**src/rtl/mem_stage_lsu.sv**
```systemverilog
// -----------------------------------------------------------------------------
// mem_stage_lsu
//
// Load/store unit for the MEM stage of the 5-stage RV32I pipeline. It sits
// between the EX/MEM and MEM/WB pipeline registers. It turns the EX/MEM
// load/store control into a request/ready transaction on the data memory port.
// It formats load data for MEM/WB. While an access is in flight it stalls the
// upstream stages.
//
// Parameters
//   ADDR_W            data memory byte-address width
//
// Ports
//   clk               clock
//   reset             synchronous active-high reset
//   EX_MEM_MemRead    load in MEM stage
//   EX_MEM_MemWrite   store in MEM stage (wins when both are set)
//   EX_MEM_funct3     RV32I load/store funct3 (size / sign)
//   EX_MEM_ALUResult  effective byte address
//   EX_MEM_RData2     store data (rs2)
//   dmem_req          memory request, held until dmem_ready
//   dmem_we           1 = write
//   dmem_addr         word-aligned address
//   dmem_wdata        lane-replicated store data
//   dmem_be           byte enables
//   dmem_ready        memory completes the access this cycle
//   dmem_rdata        read word, valid with dmem_ready
//   RData             formatted load result for MEM/WB
//   Mem_Stall         hold PC, IF/ID, ID/EX and EX/MEM
//   Misaligned        current access is misaligned (combinational)
// -----------------------------------------------------------------------------
module mem_stage_lsu #(
  parameter int ADDR_W = 32
) (
  input  logic              clk,
  input  logic              reset,
  input  logic              EX_MEM_MemRead,
  input  logic              EX_MEM_MemWrite,
  input  logic [2:0]        EX_MEM_funct3,
  input  logic [31:0]       EX_MEM_ALUResult,
  input  logic [31:0]       EX_MEM_RData2,
  output logic              dmem_req,
  output logic              dmem_we,
  output logic [ADDR_W-1:0] dmem_addr,
  output logic [31:0]       dmem_wdata,
  output logic [3:0]        dmem_be,
  input  logic              dmem_ready,
  input  logic [31:0]       dmem_rdata,
  output logic [31:0]       RData,
  output logic              Mem_Stall,
  output logic              Misaligned
);

  typedef enum logic [1:0] {
    IDLE,
    REQ,
    DONE
  } state_t;

  typedef enum logic [1:0] {
    SZ_BYTE,
    SZ_HALF,
    SZ_WORD
  } size_t;

  state_t      state;
  size_t       size;
  logic        mem_op;
  logic        is_store;
  logic        access;
  logic [1:0]  offset;
  logic [3:0]  st_be;
  logic [31:0] st_wdata;

  // Attributes of the access in flight, captured when it leaves IDLE. The
  // load formatter uses these, not the live EX/MEM inputs.
  logic        req_load;
  logic [2:0]  req_f3;
  logic [1:0]  req_off;
  logic [7:0]  lane_byte;
  logic [15:0] lane_half;
  logic [31:0] ld_data;

  // Access size decode. A store treats any funct3 other than SB/SH as a word.
  // A load ignores funct3[2] (the unsigned flag) when it picks the size, so
  // LBU/LHU get the same alignment rules as LB/LH.
  always_comb begin
    mem_op   = EX_MEM_MemRead | EX_MEM_MemWrite;
    is_store = EX_MEM_MemWrite;
    offset   = EX_MEM_ALUResult[1:0];
    size     = SZ_WORD;
    if (is_store) begin
      case (EX_MEM_funct3)
        3'b000:  size = SZ_BYTE;
        3'b001:  size = SZ_HALF;
        default: size = SZ_WORD;
      endcase
    end else begin
      case (EX_MEM_funct3[1:0])
        2'b00:   size = SZ_BYTE;
        2'b01:   size = SZ_HALF;
        default: size = SZ_WORD;
      endcase
    end
  end

  assign Misaligned = mem_op &
                      (((size == SZ_HALF) & offset[0]) |
                       ((size == SZ_WORD) & (offset != 2'b00)));

  assign access = mem_op & ~Misaligned;

  // The stall drops in DONE so the pipeline advances at the end of that cycle.
  // That is the same edge at which MEM/WB samples RData.
  assign Mem_Stall = access & (state != DONE);

  // Store lane encoding. The data is replicated across lanes so that the byte
  // enables alone choose the bytes that memory writes.
  always_comb begin
    st_be    = 4'b1111;
    st_wdata = EX_MEM_RData2;
    case (size)
      SZ_BYTE: begin
        st_be    = 4'b0001 << offset;
        st_wdata = {4{EX_MEM_RData2[7:0]}};
      end
      SZ_HALF: begin
        st_be    = 4'b0011 << offset;
        st_wdata = {2{EX_MEM_RData2[15:0]}};
      end
      default: begin
        st_be    = 4'b1111;
        st_wdata = EX_MEM_RData2;
      end
    endcase
  end

  // Load formatting uses the byte offset and funct3 of the request in flight.
  always_comb begin
    case (req_off)
      2'd0:    lane_byte = dmem_rdata[7:0];
      2'd1:    lane_byte = dmem_rdata[15:8];
      2'd2:    lane_byte = dmem_rdata[23:16];
      default: lane_byte = dmem_rdata[31:24];
    endcase
    lane_half = req_off[1] ? dmem_rdata[31:16] : dmem_rdata[15:0];
    case (req_f3)
      3'b000:  ld_data = {{24{lane_byte[7]}}, lane_byte};
      3'b001:  ld_data = {{16{lane_half[15]}}, lane_half};
      3'b100:  ld_data = {24'd0, lane_byte};
      3'b101:  ld_data = {16'd0, lane_half};
      default: ld_data = dmem_rdata;
    endcase
  end

  // Access FSM with registered memory-port outputs. The EX/MEM inputs are
  // frozen by Mem_Stall while the FSM is in REQ. Even so, the request is
  // captured once in IDLE so that the port stays stable no matter what
  // upstream does.
  always_ff @(posedge clk) begin
    if (reset) begin
      state      <= IDLE;
      dmem_req   <= 1'b0;
      dmem_we    <= 1'b0;
      dmem_addr  <= '0;
      dmem_wdata <= '0;
      dmem_be    <= '0;
      RData      <= '0;
      req_load   <= 1'b0;
      req_f3     <= '0;
      req_off    <= '0;
    end else begin
      case (state)
        IDLE: begin
          if (access) begin
            dmem_req   <= 1'b1;
            dmem_we    <= is_store;
            dmem_addr  <= {EX_MEM_ALUResult[ADDR_W-1:2], 2'b00};
            dmem_wdata <= is_store ? st_wdata : 32'd0;
            dmem_be    <= is_store ? st_be : 4'b1111;
            req_load   <= ~is_store;
            req_f3     <= EX_MEM_funct3;
            req_off    <= offset;
            state      <= REQ;
          end
        end
        REQ: begin
          if (dmem_ready) begin
            dmem_req <= 1'b0;
            if (req_load) begin
              RData <= ld_data;
            end
            state <= DONE;
          end
        end
        DONE: begin
          state <= IDLE;
        end
        default: begin
          state    <= IDLE;
          dmem_req <= 1'b0;
        end
      endcase
    end
  end

endmodule

```
**config.mk**
```make
export PLATFORM = sky130hd
export DESIGN_NAME = mem_stage_lsu
export DESIGN_NICKNAME = d
export VERILOG_FILES = /design/src/rtl/mem_stage_lsu.sv
export SDC_FILE = /design/constraint.sdc
export NUM_CORES = 1
export LEC_CHECK = 0
export ABC_AREA = 0
export BUFFER_PORTS_ARGS = -buffer_cell sky130_fd_sc_hd__buf_2
export CORE_MARGIN = 3
export CORE_UTILIZATION = 47
export DETAILED_ROUTE_END_ITERATION = 16
export PLACE_DENSITY = 0.8
export SYNTH_ARGS = -nofsm -noshare
export SYNTH_HDL_FRONTEND = slang
export SYNTH_SLANG_ARGS = --single-unit
```
**constraint.sdc**
```tcl
create_clock -name clk -period 2.1 [get_ports clk]
set_clock_uncertainty 0.15 [all_clocks]
set_input_delay 0.105 -clock clk [delete_from_list [all_inputs] [get_ports clk]]
set_output_delay 0.105 -clock clk [all_outputs]
set_load 0.01 [all_outputs]
```
==> results of run 1 <==
## power by group through the flow
stage               Combinational [mW]  Sequential, mW  Clock (mW)
floorplan                        0.389            2.29           0
global placement                 0.728            2.25           0
detailed placement               0.745            2.25           0
CTS                              0.899            2.20        1.23
global route                      1.04            2.23        1.31
finish                           0.976            2.22        1.23
## per-stage QoR
step                      area, um^2  total power, mW  worst slack, ns  cells
after floorplan                 4718            2.676           0.3397    566
after global placement          5831            2.975           0.2888    870
after detailed placement        5831            2.994           0.1890    870
after CTS                       7027            4.330           0.1031    987
after global routing            7056            4.574          0.07184    990
final                           7056            4.423          0.08776    990
## timing repair
action,4_1_cts,5_1_grt
resized for setup,0,3
endpoints found under the setup margin,0,29
hold endpoints to repair,99,0
hold buffers,101,0
buffers inserted,0,3
## state kept, by name, summed over array words and instances, names as in the netlist, 2 cells and up
name,count
state,2
dmem_wdata,32
req_f3,3
dmem_be,4
req_off,2
RData,32
dmem_addr,30
## layer usage
metal / track usage, % / part of all wire (%) / up-vias
met5: 0 / 0 / -
met3: 8.318 / 11 / 91
li1: - / - / 2546
met4: 16.74 / 5.4 / 0
met1: 37.71 / 36 / 2536
met2: 56.06 / 48 / 395
## synthesized netlist by cell type (all sizes together) (2+ instances only)
cell type / number / area, um^2
a211oi: 30 / 230.2
a21oi: 57 / 289.0
a22oi: 7 / 52.55
a31oi: 8 / 50.05
buf: 23 / 135.1
clkbuf: 25 / 93.84
dfxtp: 108 / 2162
inv: 2 / 7.510
mux2: 17 / 191.4
mux2i: 17 / 170.2
nand2: 138 / 518.0
nand2b: 4 / 25.02
nand3: 8 / 40.04
nand3b: 9 / 67.56
nor2: 50 / 190.2
nor2b: 2 / 20.02
nor3: 8 / 40.04
o2111a: 2 / 22.52
o211ai: 8 / 60.06
o21ai: 14 / 81.33
o221a: 7 / 78.83
o2bb2ai: 8 / 70.07
or2: 2 / 12.51
## worst reg2reg max path: stages, from the launching register on
cell and delay, ns:
dfxtp_1 0.36, nor2_1 0.32, o2111a_2 0.44, nand2b_1 0.29
o2bb2ai_1 0.36
## cells by family (layout without fill, tap and decap cells)
kind of cell           Yosys count  count (layout)  share of synthesized area [%]
buffers and inverters           50             345                          5.016
AOI/OAI and AO/OA              145             145                          20.67
and+or+nand+nor                226             226                          20.22
muxes                           35              35                          8.147
DFF                            108             108                          45.86
other                            1               2                        0.07954
## cells in the final DEF, fill, tap and decap left out, drive strengths merged, types with 9 or more instances in the layout
cell           n
dfxtp        108
mux2i         17
a211oi        30
mux2          17
dlygate4sd3  101
nand2        138
a21oi         57
nand3b         9
nor2          50
clkbuf        10
o21ai         14
buf          226
## worst max path at each step
| stage | startpoint | end | slack (ns) | depth (start not counted) |
|---|---|---|---|---|
| 2_1_floorplan | req_off[1]$_SDFFE_PP0P_ | RData[21]$_SDFFE_PP0P_ | 0.34 | 6 |
| 3_3_place_gp | EX_MEM_MemWrite | Mem_Stall | 0.29 | 6 |
| 3_5_place_dp | state[1]$_SDFFE_PP0P_ | dmem_wdata[21]$_SDFFE_PP0P_ | 0.19 | 4 |
| 4_1_cts | EX_MEM_ALUResult[1] | Mem_Stall | 0.10 | 6 |
| 5_1_grt | state[1]$_SDFFE_PP0P_ | dmem_addr[3]$_SDFFE_PP0P_ | 0.07 | 5 |
| 6_report | EX_MEM_ALUResult[1] | dmem_wdata[21]$_SDFFE_PP0P_ | 0.09 | 6 |
## cell type report
type | count | area (um^2)
clock buffers | 10 | 127.6
clock inverters | 6 | 57.56
repair buffers | 327 | 2197
well taps | 129 | 161.4
fillers | 612 | 2447
multi-input cells | 408 | 2342
flip-flops and latches | 108 | 2162
inverters | 2 | 7.507
==> flow_summary.yaml, run 1 <==
floorplan:
  die-height_um: 106.2
  die_w_um: 106.2
  rows: 35
  die-area_um2: 11270
  initial_core_util_pct: 49.61
  coreArea_um2: 9503
  boundaryPins: 208
cts:
  clk_pin_slew_ns: 0.12
  clock-sinks: 108
  cts_root_buf: "clkbuf_8"
  cts_inserted_buffers: 9
  cts_tree: "yes"
  cts_buffer_depth: 2
  cts_max_level: 3
  clk_latency_ns: 0.37
setup_path:
  critPathMaxFanout: 12
  timing.rr.end: "dmem_wdata[21]$_SDFFE_PP0P_"
  reg2reg_depth: 4
  required_ns: 2.23
  worst-setup-path-type: "primary input to flip-flop"
  crit_family: "compound AO/OA/AOI/OAI gates"
  critPathCaptureType: "flip-flop"
  path_cells: "dlygate4sd3_1 > buf_2 > nor2_2 > o2111a_2 > nand2b_1 > o2bb2ai_1"
  reg2reg_slack_ns: 0.10
  path_buf_inv: 2
  worstSetupStartpointType: "primary input"
  r2r-start: "state[1]$_SDFFE_PP0P_"
  slowest_delay_ns: 0.55
  cp.arrival_ns: 2.14
  crit_slowest_cell: "dlygate4sd3_1"
place:
  gp_congestion: 0.8708
  port_buffers: 205
  dp_hpwl_um: 10510
synthesis:
  synth.avg_cell_area_um2: 8.344
  synth_edf_count: 0
  synth_warnings: 0
  ys_types: 43
  yosysSeqAreaShare_pct: 45.86
  post_synth_instance_area_um2: 4715
  ys_ff_latch: 108
  ys_async_sr_fraction_pct: 0
  synthCells: 565
  synth_top_flop_cell: "dfxtp_1"
route:
  wl_per_cell_um: 19.15
  wl_um: 18960
  antenna_left: 0
  vias: 5568
  viasPerCell: 5.624
  drc: 0
  drtPass1Iterations: 7
  drtIter0Drc: 472
global_routing:
  grt_overflow: 0
  grt.total_usage_pct: 32.77
  grt_pass1_wl_um: 29490
  antenna_found_initial: 0
  grt_max_degree: 53
  grt_pass1_vias: 5639
power_and_ir_drop:
  ir_drop_mv: 0.4336
  comb_power_share_pct: 22.1
  clkPwrFrac_pct: 27.8
  leakagePower_nw: 3.084
  sw_frac_of_total_pct: 30.95
  seqPwrFrac_pct: 50.1
  internal_power_mw: 3.054
  power.switching_mw: 1.369
  power.density_cell_area_nw_per_um2: 626.9
timing:
  hold_violations: 0
  worstMarginPinSlew_ns: 0.5748
  fin_crit_ns: 2.012
  setup_tns_ns: 0
  hold_ws_ns: 0.01821
  relSlewSlack_pct: 61.68
  max_freq_mhz: 497.0
  final-max-slew-violation-count: 0
  rsz0062_at_grt: "false"
  min_period_over_period_pct: 95.82
  finalSetupViolations: 0
min_path:
  hold_path.startpoint: "EX_MEM_RData2[15]"
  hold_path_end: "dmem_wdata[15]$_SDFFE_PP0P_"
  hold_path.class: "primary input to flip-flop"
  min_path_cells: 4
finish:
  drive_gt1_share_pct: 32.52
  post-route-util_pct: 74.25
  num-nets-final: 960
  diodes: 0
  syn_to_final_growth_pct: 49.66
run_status:
  status: "finished clean"
job:
  maxCapViolCount: 0
Note: power is estimated with default switching activity, not from simulation.
==> run 2: changes to the inputs <==
--- a/constraint.sdc
+++ b/constraint.sdc
@@ -4,2 +4,2 @@
 set_output_delay 0.105 -clock clk [all_outputs]
-set_load 0.01 [all_outputs]
+set_load 0.1 [all_outputs]
==> run 2 against run 1 <==
Effect of this change: final area rose by 0.48%; worst hold slack improved by 0.0066 ns; clock power barely moved; core utilization rose by 0.36 points; global-route usage fell by 0.21 points; power rose by 15%; combinational power rose by 68%; sequential share of layout area fell by 0.15 points; clock-buffer cell count did not move; die area did not move; critical path type is now flip-flop to flip-flop.
==> flow_summary.yaml, run 2 (synthesis gave the netlist of run 1 again) <==
floorplan:
  rows: 35
  boundaryPins: 208
  coreArea_um2: 9503
  initial_core_util_pct: 49.61
  die_w_um: 106.2
  die-area_um2: 11270
  die-height_um: 106.2
global_routing:
  grt_max_degree: 49
  grt_pass1_wl_um: 29520
  grt_pass1_vias: 5659
  grt_overflow: 0
  grt.total_usage_pct: 32.56
  antenna_found_initial: 0
cts:
  cts_root_buf: "clkbuf_8"
  cts_buffer_depth: 2
  clock-sinks: 108
  clk_latency_ns: 0.36
  cts_setup_buffers: 0
  clk_pin_slew_ns: 0.12
  cts_inserted_buffers: 9
  cts_tree: "yes"
  cts_max_level: 3
min_path:
  hold_path_end: "RData[15]$_SDFFE_PP0P_"
  min_path_cells: 4
  hold_path.class: "primary input to flip-flop"
  hold_path.startpoint: "dmem_rdata[15]"
setup_path:
  path_buf_inv: 0
  timing.rr.end: "dmem_wdata[19]$_SDFFE_PP0P_"
  r2r-start: "state[1]$_SDFFE_PP0P_"
  worst-path-stages: 4
  cp.arrival_ns: 2.09
  worst-setup-path-type: "flip-flop to flip-flop"
  critPathMaxFanout: 13
  reg2reg_slack_ns: 0.16
  worstSetupStartpointType: "flip-flop"
  critPathCaptureType: "flip-flop"
  path_cells: "nor2_1 > o2111a_1 > nand2b_1 > o2bb2ai_1"
  reg2reg_depth: 4
  crit_family: "compound AO/OA/AOI/OAI gates"
  required_ns: 2.24
  slowest_delay_ns: 0.57
  crit_slowest_cell: "o2111a_1"
power_and_ir_drop:
  power_mw: 5.086
  leakagePower_nw: 3.087
  power.density_cell_area_nw_per_um2: 717.4
  ir_drop_mv: 0.5825
finish:
  mostFrequentLayoutCells: "202 x buf_2, 138 x nand2_1, 108 x dfxtp_1, 101 x dlygate4sd3_1, 55 x a21oi_1"
  nFillCells: 608
  top_regs: "RData (32), dmem_wdata (32), dmem_addr (30)"
  final_common_cell: "buf_2"
  drive_gt1_share_pct: 32.13
  final_cells: 988
  multiInputGateArea_um2: 2349
  diodes: 0
  syn_to_final_growth_pct: 50.37
  seq_area_um2: 2162
  num-nets-final: 958
timing:
  worst_slack_ns: 0.1562
  hold_violations: 0
  max_freq_mhz: 514.5
  setup_tns_ns: 0
  hold_ws_ns: 0.02484
  relSlewSlack_pct: 63.69
  rsz0062_at_grt: "false"
  min_period_over_period_pct: 92.56
  final-max-slew-violation-count: 0
  finalSetupViolations: 0
  worstMarginPinSlew_ns: 0.5446
  fin_crit_ns: 1.944
route:
  viasPerCell: 5.819
  drtPass1Iterations: 7
  antenna_left: 0
  wl_um: 19040
  wl_per_cell_um: 19.27
  drc: 0
  drtIter0Drc: 632
  vias: 5749
place:
  gp_congestion: 0.9023
  port_buffers: 205
  dp_hpwl_um: 10710
  dp_cells: 871
  place_worst_setup_slack_ns: 0.1975
job:
  maxCapViolCount: 0
run_status:
  status: "finished clean"
## run 2: changes by cell type in the layout (fill, tap and decap cells not counted), sizes merged
cell	delta
buf	-2
## run 2: worst max-delay path by stage
stage                                        from                           to  slack, ns
after CTS                 req_off[1]$_SDFFE_PP0P_       RData[20]$_SDFFE_PP0P_       0.21
after global placement    req_off[1]$_SDFFE_PP0P_       RData[16]$_SDFFE_PP0P_       0.27
after detailed placement  req_off[1]$_SDFFE_PP0P_       RData[20]$_SDFFE_PP0P_       0.20
after global routing        state[1]$_SDFFE_PP0P_      dmem_be[2]$_SDFFE_PP0P_       0.09
final                       state[1]$_SDFFE_PP0P_  dmem_wdata[19]$_SDFFE_PP0P_       0.16
after floorplan                   EX_MEM_MemWrite                    Mem_Stall       0.34
## run 2: what timing repair did
item,CTS,global route
endpoints found under the hold margin,99,0
resized for setup,0,0
hold buffers,101,0
## run 2: per-layer routing
| metal | vias up | global-route usage (%) | routed length (um) |
|---|---|---|---|
| met4 | 0 | 17.95 | 1122 |
| met2 | 486 | 54.80 | 8913 |
| met3 | 108 | 7.650 | 2161 |
| li1 | 2541 | - | - |
| met5 | - | 0 | 0 |
| met1 | 2614 | 38.08 | 6838 |
## run 2: metrics by stage
| step | instance area [um^2] | utilization [%] |
|---|---|---|
| after floorplan | 4731 | - |
| after global placement | 5893 | 62.01 |
| after detailed placement | 5893 | 62.01 |
| after CTS | 7089 | 74.60 |
| after global routing | 7089 | 74.60 |
| final | 7089 | 74.60 |
## run 2: power breakdown
part           switching [mW]  leakage, nW  internal [mW]  total (mW)
Combinational            1.18         2.12          0.458        1.64
Sequential             0.0696        0.879           2.15        2.22
Clock                   0.771       0.0920          0.459        1.23
## run 2: area by class of cell
cell class | instances | area share, %
multi-input combinational | 408 | 33.13
timing repair buffer | 325 | 31.38
sequential | 108 | 30.50
tap | 129 | 2.277
clock buffer | 10 | 1.800
clock inverter | 6 | 0.8119
inverter | 2 | 0.1059
## run 2: tightest hold or removal path, cell delays in order
cell and delay [ns]:
buf_2 0.12, nand3b_1 0.14, o21ai_0 0.08, a211oi_1 0.05
